[config.mk]
export PLATFORM = sky130hd
export DESIGN_NAME = fp_adder_arbiter_flat
export DESIGN_NICKNAME = d
export VERILOG_FILES = /design/src/rtl/lcmv_pkg.sv /design/src/rtl/fp_adder_arbiter_if.sv /design/src/rtl/fp_adder_arbiter_rr_arbiter.sv /design/src/rtl/fp_adder_arbiter.sv /design/src/flat_wrapper.sv
export SDC_FILE = /design/constraint.sdc
export NUM_CORES = 1
export LEC_CHECK = 0
export ABC_AREA = 1
export CORE_AREA = 4 4 156 158
export CTS_CLUSTER_DIAMETER = 120
export DETAILED_ROUTE_END_ITERATION = 16
export DIE_AREA = 0 0 160 162
export GPL_ROUTABILITY_DRIVEN = 0
export PLACE_DENSITY = 0.78
export REMOVE_ABC_BUFFERS = 1
export SYNTH_ARGS = -nofsm -noshare
export SYNTH_HDL_FRONTEND = slang
export SYNTH_SLANG_ARGS = --single-unit
export TNS_END_PERCENT = 20
[constraint.sdc]
create_clock -name clk -period 4.78 [get_ports clk]
set_input_delay 0.956 -clock clk [delete_from_list [all_inputs] [get_ports clk]]
set_output_delay 0.956 -clock clk [all_outputs]
set_load 0.03 [all_outputs]
[src/rtl/lcmv_pkg.sv]
// Shared types and defaults for the LCMV datapath schedulers.
// tag_t is sized from DEF_N_REQ; instantiate schedulers with N_REQ = DEF_N_REQ.
package lcmv_pkg;

    localparam int unsigned DEF_WIDTH   = 32;
    localparam int unsigned DEF_LATENCY = 11;
    localparam int unsigned DEF_N_REQ   = 4;
    localparam int unsigned TAG_W       = $clog2(DEF_N_REQ);

    typedef logic [TAG_W-1:0] tag_t;

    typedef struct packed {
        logic v;
        tag_t tag;
    } tag_stage_t;

endpackage

[src/rtl/fp_adder_arbiter_if.sv]
// Requester-side bus of the shared adder scheduler: operands in, grant and result out.
interface fp_adder_arbiter_if
    import lcmv_pkg::*;
#(
    parameter int unsigned N_REQ = DEF_N_REQ,
    parameter int unsigned WIDTH = DEF_WIDTH
);

    logic [N_REQ-1:0]            req_valid;
    logic [N_REQ-1:0][WIDTH-1:0] req_a;
    logic [N_REQ-1:0][WIDTH-1:0] req_b;
    logic [N_REQ-1:0]            req_grant;
    logic [N_REQ-1:0]            resp_valid;
    logic [WIDTH-1:0]            resp_o;

    modport master (
        output req_valid, req_a, req_b,
        input  req_grant, resp_valid, resp_o
    );

    modport slave (
        input  req_valid, req_a, req_b,
        output req_grant, resp_valid, resp_o
    );

endinterface

[src/rtl/fp_adder_arbiter_rr_arbiter.sv]
// Round-robin arbiter: combinational one-hot grant, registered last-grant pointer.
// Priority starts one past the last granted requester; requester 0 first after reset.
module rr_arbiter #(
    parameter int unsigned N = 4
) (
    input  logic                 clk,
    input  logic                 rst,
    input  logic [N-1:0]         req,
    output logic [N-1:0]         grant_c,
    output logic [$clog2(N)-1:0] idx_c
);

    localparam int unsigned IW = $clog2(N);

    logic [IW-1:0] last;
    logic          found;
    int unsigned   k;

    always_comb begin
        grant_c = '0;
        idx_c   = '0;
        found   = 1'b0;
        k       = 0;
        for (int unsigned i = 0; i < N; i++) begin
            k = (32'(last) + 32'd1 + i) % N;
            if (!found && req[IW'(k)]) begin
                found            = 1'b1;
                grant_c[IW'(k)]  = 1'b1;
                idx_c            = IW'(k);
            end
        end
    end

    always_ff @(posedge clk) begin
        if (rst) begin
            last <= IW'(N - 1);
        end else if (found) begin
            last <= idx_c;
        end
    end

endmodule

[src/rtl/fp_adder_arbiter.sv]
// Shares one fixed-latency pipelined fp_adder among N_REQ requesters, tagging each
// issued op with its requester and steering the result back; flags tag/valid skew.
module fp_adder_arbiter
    import lcmv_pkg::*;
#(
    parameter int unsigned WIDTH   = DEF_WIDTH,
    parameter int unsigned LATENCY = DEF_LATENCY,
    parameter int unsigned N_REQ   = DEF_N_REQ
) (
    input  logic             clk,
    input  logic             rst,
    fp_adder_arbiter_if.slave bus,
    output logic [WIDTH-1:0] add_a,
    output logic [WIDTH-1:0] add_b,
    output logic             add_ready,
    input  logic [WIDTH-1:0] add_o,
    input  logic             add_valid,
    output logic             busy,
    output logic             err
);

    localparam int unsigned CW = $clog2(LATENCY + 2);

    logic [N_REQ-1:0] grant_c;
    tag_t             idx_c;
    logic             issue;
    tag_t             iss_tag;
    tag_stage_t       pipe [LATENCY];
    tag_stage_t       head;
    logic [CW-1:0]    cnt;

    rr_arbiter #(.N(N_REQ)) u_rr (
        .clk     (clk),
        .rst     (rst),
        .req     (bus.req_valid),
        .grant_c (grant_c),
        .idx_c   (idx_c)
    );

    assign bus.req_grant = grant_c;
    assign issue         = |grant_c;
    assign head          = pipe[LATENCY-1];
    assign busy          = (cnt != '0);

    // Issue register; operands hold when nothing is granted.
    always_ff @(posedge clk) begin
        if (rst) begin
            add_ready <= 1'b0;
            add_a     <= '0;
            add_b     <= '0;
            iss_tag   <= '0;
        end else begin
            add_ready <= issue;
            if (issue) begin
                add_a   <= bus.req_a[idx_c];
                add_b   <= bus.req_b[idx_c];
                iss_tag <= idx_c;
            end
        end
    end

    // Stage 0 captures the issue register, so the head lines up with add_valid.
    always_ff @(posedge clk) begin
        if (rst) begin
            for (int i = 0; i < int'(LATENCY); i++) begin
                pipe[i] <= '0;
            end
        end else begin
            pipe[0] <= '{v: add_ready, tag: iss_tag};
            for (int i = 1; i < int'(LATENCY); i++) begin
                pipe[i] <= pipe[i-1];
            end
        end
    end

    // In-flight count from grant to head retirement, plus sticky skew flag.
    always_ff @(posedge clk) begin
        if (rst) begin
            cnt <= '0;
            err <= 1'b0;
        end else begin
            case ({issue, head.v})
                2'b10:   cnt <= cnt + CW'(1);
                2'b01:   cnt <= cnt - CW'(1);
                default: cnt <= cnt;
            endcase
            if (add_valid != head.v) begin
                err <= 1'b1;
            end
        end
    end

    always_comb begin
        bus.resp_valid = '0;
        bus.resp_o     = add_o;
        if (add_valid && head.v) begin
            bus.resp_valid[head.tag] = 1'b1;
        end
    end

endmodule

[src/flat_wrapper.sv]
// flat-port wrapper written by rule: the top's interface ports become plain ports
module fp_adder_arbiter_flat import lcmv_pkg::*;
#(
    parameter int unsigned WIDTH   = DEF_WIDTH,
    parameter int unsigned LATENCY = DEF_LATENCY,
    parameter int unsigned N_REQ   = DEF_N_REQ
)
  (clk, rst, add_a, add_b, add_ready, add_o, add_valid, busy, err, bus_req_valid, bus_req_a, bus_req_b, bus_req_grant, bus_resp_valid, bus_resp_o);
  fp_adder_arbiter_if #(.N_REQ(N_REQ), .WIDTH(WIDTH)) bus_i ();
  input  logic clk;
  input  logic rst;
  output logic [WIDTH-1:0] add_a;
  output logic [WIDTH-1:0] add_b;
  output logic add_ready;
  input  logic [WIDTH-1:0] add_o;
  input  logic add_valid;
  output logic busy;
  output logic err;
  input wire logic [$bits(bus_i.req_valid)-1:0] bus_req_valid;
  input wire logic [$bits(bus_i.req_a)-1:0] bus_req_a;
  input wire logic [$bits(bus_i.req_b)-1:0] bus_req_b;
  output wire logic [$bits(bus_i.req_grant)-1:0] bus_req_grant;
  output wire logic [$bits(bus_i.resp_valid)-1:0] bus_resp_valid;
  output wire logic [$bits(bus_i.resp_o)-1:0] bus_resp_o;
  assign bus_i.req_valid = bus_req_valid;
  assign bus_i.req_a = bus_req_a;
  assign bus_i.req_b = bus_req_b;
  assign bus_req_grant = bus_i.req_grant;
  assign bus_resp_valid = bus_i.resp_valid;
  assign bus_resp_o = bus_i.resp_o;
  fp_adder_arbiter #(.WIDTH(WIDTH), .LATENCY(LATENCY), .N_REQ(N_REQ)) u_core (.clk(clk), .rst(rst), .bus(bus_i), .add_a(add_a), .add_b(add_b), .add_ready(add_ready), .add_o(add_o), .add_valid(add_valid), .busy(busy), .err(err));
endmodule
**Yosys cells after proc, flatten, opt, wreduce, memory -nomap -nowiden**

Memories as Yosys holds them, arrays and structs flattened.
Cells that the tools add are included.

- Register bits after elaboration: 74
- RAM bits: 33
- Word-level logic and storage cells: 107
- Memories kept: 1

Memories:

| memory | words | width | rd ports | clocked after Yosys merged registers in | write ports | line | RTL |
|---|---|---|---|---|---|---|---|
| u_core.pipe | 11 | 3 | 11 | 0 | 11 | fp_adder_arbiter.sv:28 | `tag_stage_t pipe [LATENCY];` |

- Add/sub/neg operators: 6
- Order comparisons: 11
- Equality and inequality tests: 3
- Muxes and demuxes: 50
- Bitwise logic cells: 14
- Reduce and logical (&&, ||, !) cells: 15

Operators by type and width:

| cell | count |
|---|---|
| binary-select mux 32 bit (select 2 bit) | 2 |
| two-way mux 32 bit | 2 |
| two-way mux 3 bit | 11 |
| two-way mux 4 bit | 5 |
| < comparator 2 x 3 -> 1 bit, second input constant | 6 |
| two-way mux 1 bit | 16 |
| OR 4 bit | 3 |
| OR 1 bit | 11 |
| demux 1 bit (select 2 bit) | 5 |
| greater-or-equal comparator 2 x 1 -> 1 bit, second input constant | 5 |
| logical AND 1 bit | 9 |
| binary-select mux 1 bit (select 2 bit) | 4 |
| two-way mux 2 bit | 4 |
| one-hot mux 4 bit (2 select lines) | 1 |
| adder 2 x 1 -> 2 bit, second input constant | 2 |
| adder 2 bit, second input constant | 2 |
| adder 4 x 1 -> 4 bit, second input constant | 1 |
| nonzero test 4 bit | 1 |
| OR reduction 4 bit | 1 |
| subtractor 4 x 1 -> 4 bit, second input constant | 1 |
| zero test 1 bit | 3 |
| equality test 2 x 1 -> 1 bit, second input constant | 1 |
| equality test 2 bit, second input constant | 1 |
| nonzero test 2 bit | 1 |
| != test 1 bit | 1 |

**Logic depth before layout (Yosys ltp)**

- Word-level depth: 16
- Depth in mapped cells: 24
- Depth with buffers taken out: 23

**Cells and area by module**

Synthesis repeated with hierarchy kept, for this count alone.

- Cell total of the unflattened synthesis: 934
- Area, all modules: 6,398.6 um2

By module, submodules not included:

| module | instances | cells an instance | area an instance (um2) |
|---|---|---|---|
| fp_adder_arbiter | 1 | 841 | 5,811.8 |
| rr_arbiter | 1 | 93 | 586.8 |

**Worst setup path after synthesis**

Ideal clock, no wire load.

- Path type: input -> register
- Start: input bus_req_valid[0]
- End: register u_core.cnt[3]
- Library setup time: 0.119 ns
- Arrival: 3.490 ns
- Required time: 4.661 ns
- Setup slack: 1.171 ns
- Stages on the path: 23
- Path buffers: 1
- Cell sequence: inv_1 -> nand2_1 -> nand3_2 -> nand2_4 -> inv_2 -> nand4_2 -> inv_2 -> nand2_1 -> nand3_1 -> nor2_2 -> nand2_2 -> inv_2 -> buf_2 -> ha_1 -> ha_1 -> nand2_1 -> nor2_1 -> a211oi_1 -> nor2_1 -> nor2_1 -> nand2_1 -> o21ai_0 -> a21oi_1

- Word-level cells in the longest chain between the ends: 15
- Elaborated cells on any way between the ends: 29

Ends and longest elaborated chain:

| element | line | RTL |
|---|---|---|
| start, declared | flat_wrapper.sv:19 | `input wire logic [$bits(bus_i.req_valid)-1:0] bus_req_valid;` |
| binary-select mux 1 bit (select 2 bit) | fp_adder_arbiter_rr_arbiter.sv:26 | `if (!found && req[IW'(k)]) begin` |
| two-way mux 1 bit (implied by the code) | fp_adder_arbiter_rr_arbiter.sv:26 |  |
| two-way mux 1 bit | fp_adder_arbiter_rr_arbiter.sv:26 |  |
| zero test 1 bit | fp_adder_arbiter_rr_arbiter.sv:26 |  |
| logical AND 1 bit | fp_adder_arbiter_rr_arbiter.sv:26 |  |
| two-way mux 1 bit | fp_adder_arbiter_rr_arbiter.sv:26 |  |
| zero test 1 bit | fp_adder_arbiter_rr_arbiter.sv:26 |  |
| logical AND 1 bit | fp_adder_arbiter_rr_arbiter.sv:26 |  |
| two-way mux 1 bit | fp_adder_arbiter_rr_arbiter.sv:26 |  |
| zero test 1 bit | fp_adder_arbiter_rr_arbiter.sv:26 |  |
| logical AND 1 bit | fp_adder_arbiter_rr_arbiter.sv:26 |  |
| two-way mux 4 bit (*) | fp_adder_arbiter_rr_arbiter.sv:26 |  |
| via bus_req_grant[0] | flat_wrapper.sv:22 | `output wire logic [$bits(bus_i.req_grant)-1:0] bus_req_grant;` |
| OR reduction 4 bit (*) | fp_adder_arbiter.sv:41 | `assign issue = \|grant_c;` |
| equality test 2 x 1 -> 1 bit or equality test 2 bit (tied branches) | fp_adder_arbiter.sv:82 | `case ({issue, head.v})` |
| one-hot mux 4 bit (2 select lines) or nonzero test 2 bit (tied branches) | n/a |  |
| end signal, assigned | fp_adder_arbiter.sv:83 | `2'b10: cnt <= cnt + CW'(1);` |
| end signal, assigned | fp_adder_arbiter.sv:84 | `2'b01: cnt <= cnt - CW'(1);` |
| end signal, assigned | fp_adder_arbiter.sv:85 | `default: cnt <= cnt;` |
| end, declared | fp_adder_arbiter.sv:30 | `logic [CW-1:0] cnt;` |

Mark *: on every way through the listed nets, which the timed path passes. The rest lies on a longest branch. The select of a mux whose other input is x is not followed.
A chain may end at the register's enable or synchronous reset.

**Worst setup path after layout**

- Start: register u_core.u_rr.last[0]
- End: output bus_req_grant[3]

- Word-level cells in the longest chain between the ends: 13
- Elaborated cells on any way between the ends: 48

Ends and longest elaborated chain:

| element | line | RTL |
|---|---|---|
| start, declared | fp_adder_arbiter_rr_arbiter.sv:15 | `logic [IW-1:0] last;` |
| start signal, assigned | fp_adder_arbiter_rr_arbiter.sv:36 | `last <= IW'(N - 1);` |
| start signal, assigned | fp_adder_arbiter_rr_arbiter.sv:38 | `last <= idx_c;` |
| adder 2 x 1 -> 2 bit (*) | fp_adder_arbiter_rr_arbiter.sv:25 | `k = (32'(last) + 32'd1 + i) % N;` |
| parallel branches: the longest is 11 deep, another holds < comparator 2 x 3 -> 1 bit | n/a |  |
| two-way mux 4 bit (*) | fp_adder_arbiter_rr_arbiter.sv:26 |  |
| end, declared | flat_wrapper.sv:22 |  |

Mark *: on every way between the ends. The select of a mux whose other input is x is not followed.

==> out/metrics.cfg <==
[detailed_routing]
routedWlPerCell_um=13.6
drtAntennaViolNets=0
drtIter0Drc=429
drt_first_pass_iters=5
drc_errors=0
via_per_inst=4.49
via_count=8655
drt-total-wl_mm=26.1

[sta]
whs_ns=0.399
worst_pin_slew_ns=1.08
maxSlewViolCount=0
relSlewSlack_pct=28.0
hold_viol=0
fin_setup_tns_ns=0
setup_viol=0
min_period_ns=4.11
fin_worst_skew_ns=0.00896
grt_setup_unrepaired=no
max_freq_mhz=244
fin_crit_sh_pct=85.9

[global_routing]
grt_start_max_net_pins=66
grt_use_total_pct=19.1
overflow=0
grt_pass1_vias=7890
grt_pass1_wl_mm=40.3
grt_antenna_before_repair=0

[finish]
num_antenna_cells=0
ff_latch_area_um2=2140
drive_gt1_share_pct=3.18
n_fill_cell=2372
syn_to_final_growth_pct=44.1
final_area_um2=11400
multiInputGateArea_um2=3900
fin_nets=1937

[power]
fin_total_pwr_mw=9.96
p_leak_nw=5.92
p_int_mw=4.24
power.clock.fraction_pct=7.7
power.density_nw_per_um2=875
p_comb_share_pct=78.9
p_switching_mw=5.72
switching_share_pct=57.4
irDropWorstVdd_mv=0.907
seq_power_share_pct=13.3

[synth]
yosys-top-cells-area=dfxtp_1 27%, nand2_1 18%, inv_1 15%
synth_most_common_cell=nand2_1
yosysTopAreaCellShare_pct=27.1
yosysSeqAreaShare_pct=27.1
async_flop_share_pct=0
synth_flop_cell=dfxtp_1
synth_seq_cells=107
netlist_area_um2=7900
postSynthAreaPerCell_um2=5.72
ys_types=32
synthTopCellsByCount=389 x nand2_1, 311 x inv_1, 190 x nand3_1
synth.largest_area_cell=dfxtp_1
synth_enable_flop_cells=0
synth_warnings=0
netlist_instances=1381

[floorplanning]
die_h_um=162
ios=402
initial_core_util_pct=34.1
die_w_um=160
die_area_um2=25900
core_area_um2=23100
rows=56

[setup_path]
r2r_end=u_core.cnt[3]
worstPathRequired_ns=3.82
cp-start-kind=flop
critPathLaunch=u_core.u_rr.last[0]
ff2ff_setup_slack_ns=0.90
end_kind=output pin
crit_path_end=bus_req_grant[3]
cp_max_fo=15
path_class=flop to output pin
r2r-start=u_core.u_rr.last[0]
cp.arrival_ns=3.15
r2r.worst_path.cells=22

[worst_hold_path]
hold_class=flop to flop

[placement]
place_hpwl_mm=19.5
port_buffers=337
placed_area_um2=11100

[cts]
cts_root_buf=clkbuf_16
numCtsBuffers=9
cts.sink_count=107
ctsLongestPathBuffers=2
clk_latency_ns=0.35
cts_hold_buf=0
htreeDepth=3
cts_tree=built
cts_resized=0
cts.reportedPaths.clkPinSlew_ns=0.08
post_cts_buffers=0

[run_status]
status=finished, final reports clean

[run]
maxCapViolCount=0

[worst min-delay path by stage]
stage / from / endpoint / depth (start not counted)
2_1_floorplan: u_core.pipe[0][7] / u_core.pipe[0][10] / 2
3_3_place_gp: u_core.pipe[0][9] / u_core.pipe[0][12] / 2
3_5_place_dp: u_core.pipe[0][5] / u_core.pipe[0][8] / 2
4_1_cts: u_core.pipe[0][1] / u_core.pipe[0][4] / 2
5_1_grt: u_core.pipe[0][14] / u_core.pipe[0][17] / 2
6_report: u_core.pipe[0][14] / u_core.pipe[0][17] / 2
[power by group through the flow]
stage	sequential (mW)	combinational, mW	clock (mW)
detailed placement	1.35	7.90	0
floorplan	1.74	5.04	0
CTS	1.33	7.94	0.803
finish	1.33	7.86	0.768
global route	1.36	8.91	0.832
global placement	1.33	7.79	0
[kinds of logic after synthesis]
family          synth area share [%]
compound gates                  2.17
xor+xnor                       0.111
fa+ha+maj                       1.84
buf+inv                         23.8
flops                           27.1
simple gates                    45.0
[metal layers]
| layer | track usage [%] | up-vias | wire length, um |
|---|---|---|---|
| met4 | 6.37 | 2 | 692 |
| met3 | 7.82 | 43 | 2540 |
| li1 | - | 4540 | - |
| met1 | 22.6 | 3766 | 10600 |
| met5 | 3.03 | - | 75 |
| met2 | 31.3 | 304 | 12200 |
[per-stage QoR]
step           setup WS (ns)  instances  utilization [%]
2_1_floorplan         -0.830       1273                -
3_3_place_gp           0.722       1910             47.9
3_5_place_dp           0.639       1910             47.9
4_1_cts                0.655       1926             49.2
5_1_grt                0.402       1926             49.2
6_report               0.674       1926             49.2
[cell usage in the layout (no fill, tap or decap), types with 6 or more instances in the layout]
| cell | n |
|---|---|
| o21ai_0 | 6 |
| dfxtp_1 | 107 |
| nand2_1 | 388 |
| ha_1 | 10 |
| nor2_1 | 150 |
| nand3_1 | 190 |
| buf_4 | 8 |
| inv_2 | 7 |
| inv_1 | 311 |
| a21oi_1 | 17 |
| nand3b_1 | 52 |
| clkdlybuf4s50_1 | 336 |
| clkbuf_16 | 9 |
[final cells by class]
type / count / area share [%]
clock buffer: 9 / 1.98
multi-input combinational: 848 / 34.3
timing repair buffer: 347 / 30.5
sequential: 107 / 18.8
tap: 290 / 3.19
inverter: 318 / 10.5
clock inverter: 7 / 0.770
[critical path: stages (launching register included)]
cell,delay [ns]
dfxtp_1,0.63
inv_2,0.21
ha_1,0.38
inv_1,0.13
nand3_1,0.08
nand2_1,0.20
nand4_2,0.16
inv_2,0.10
nand2_1,0.05
nand3_1,0.14
clkdlybuf4s50_1,0.71
[state kept, by name (all words and copies together) (netlist names)]
signal / flops
u_core.pipe: 33
u_core.cnt: 4
u_core.err: 1
u_core.add_a: 32
u_core.iss_tag: 2
u_core.u_rr.last: 2
u_core.add_ready: 1
u_core.add_b: 32
Note: power is estimated with default switching activity, not from simulation.
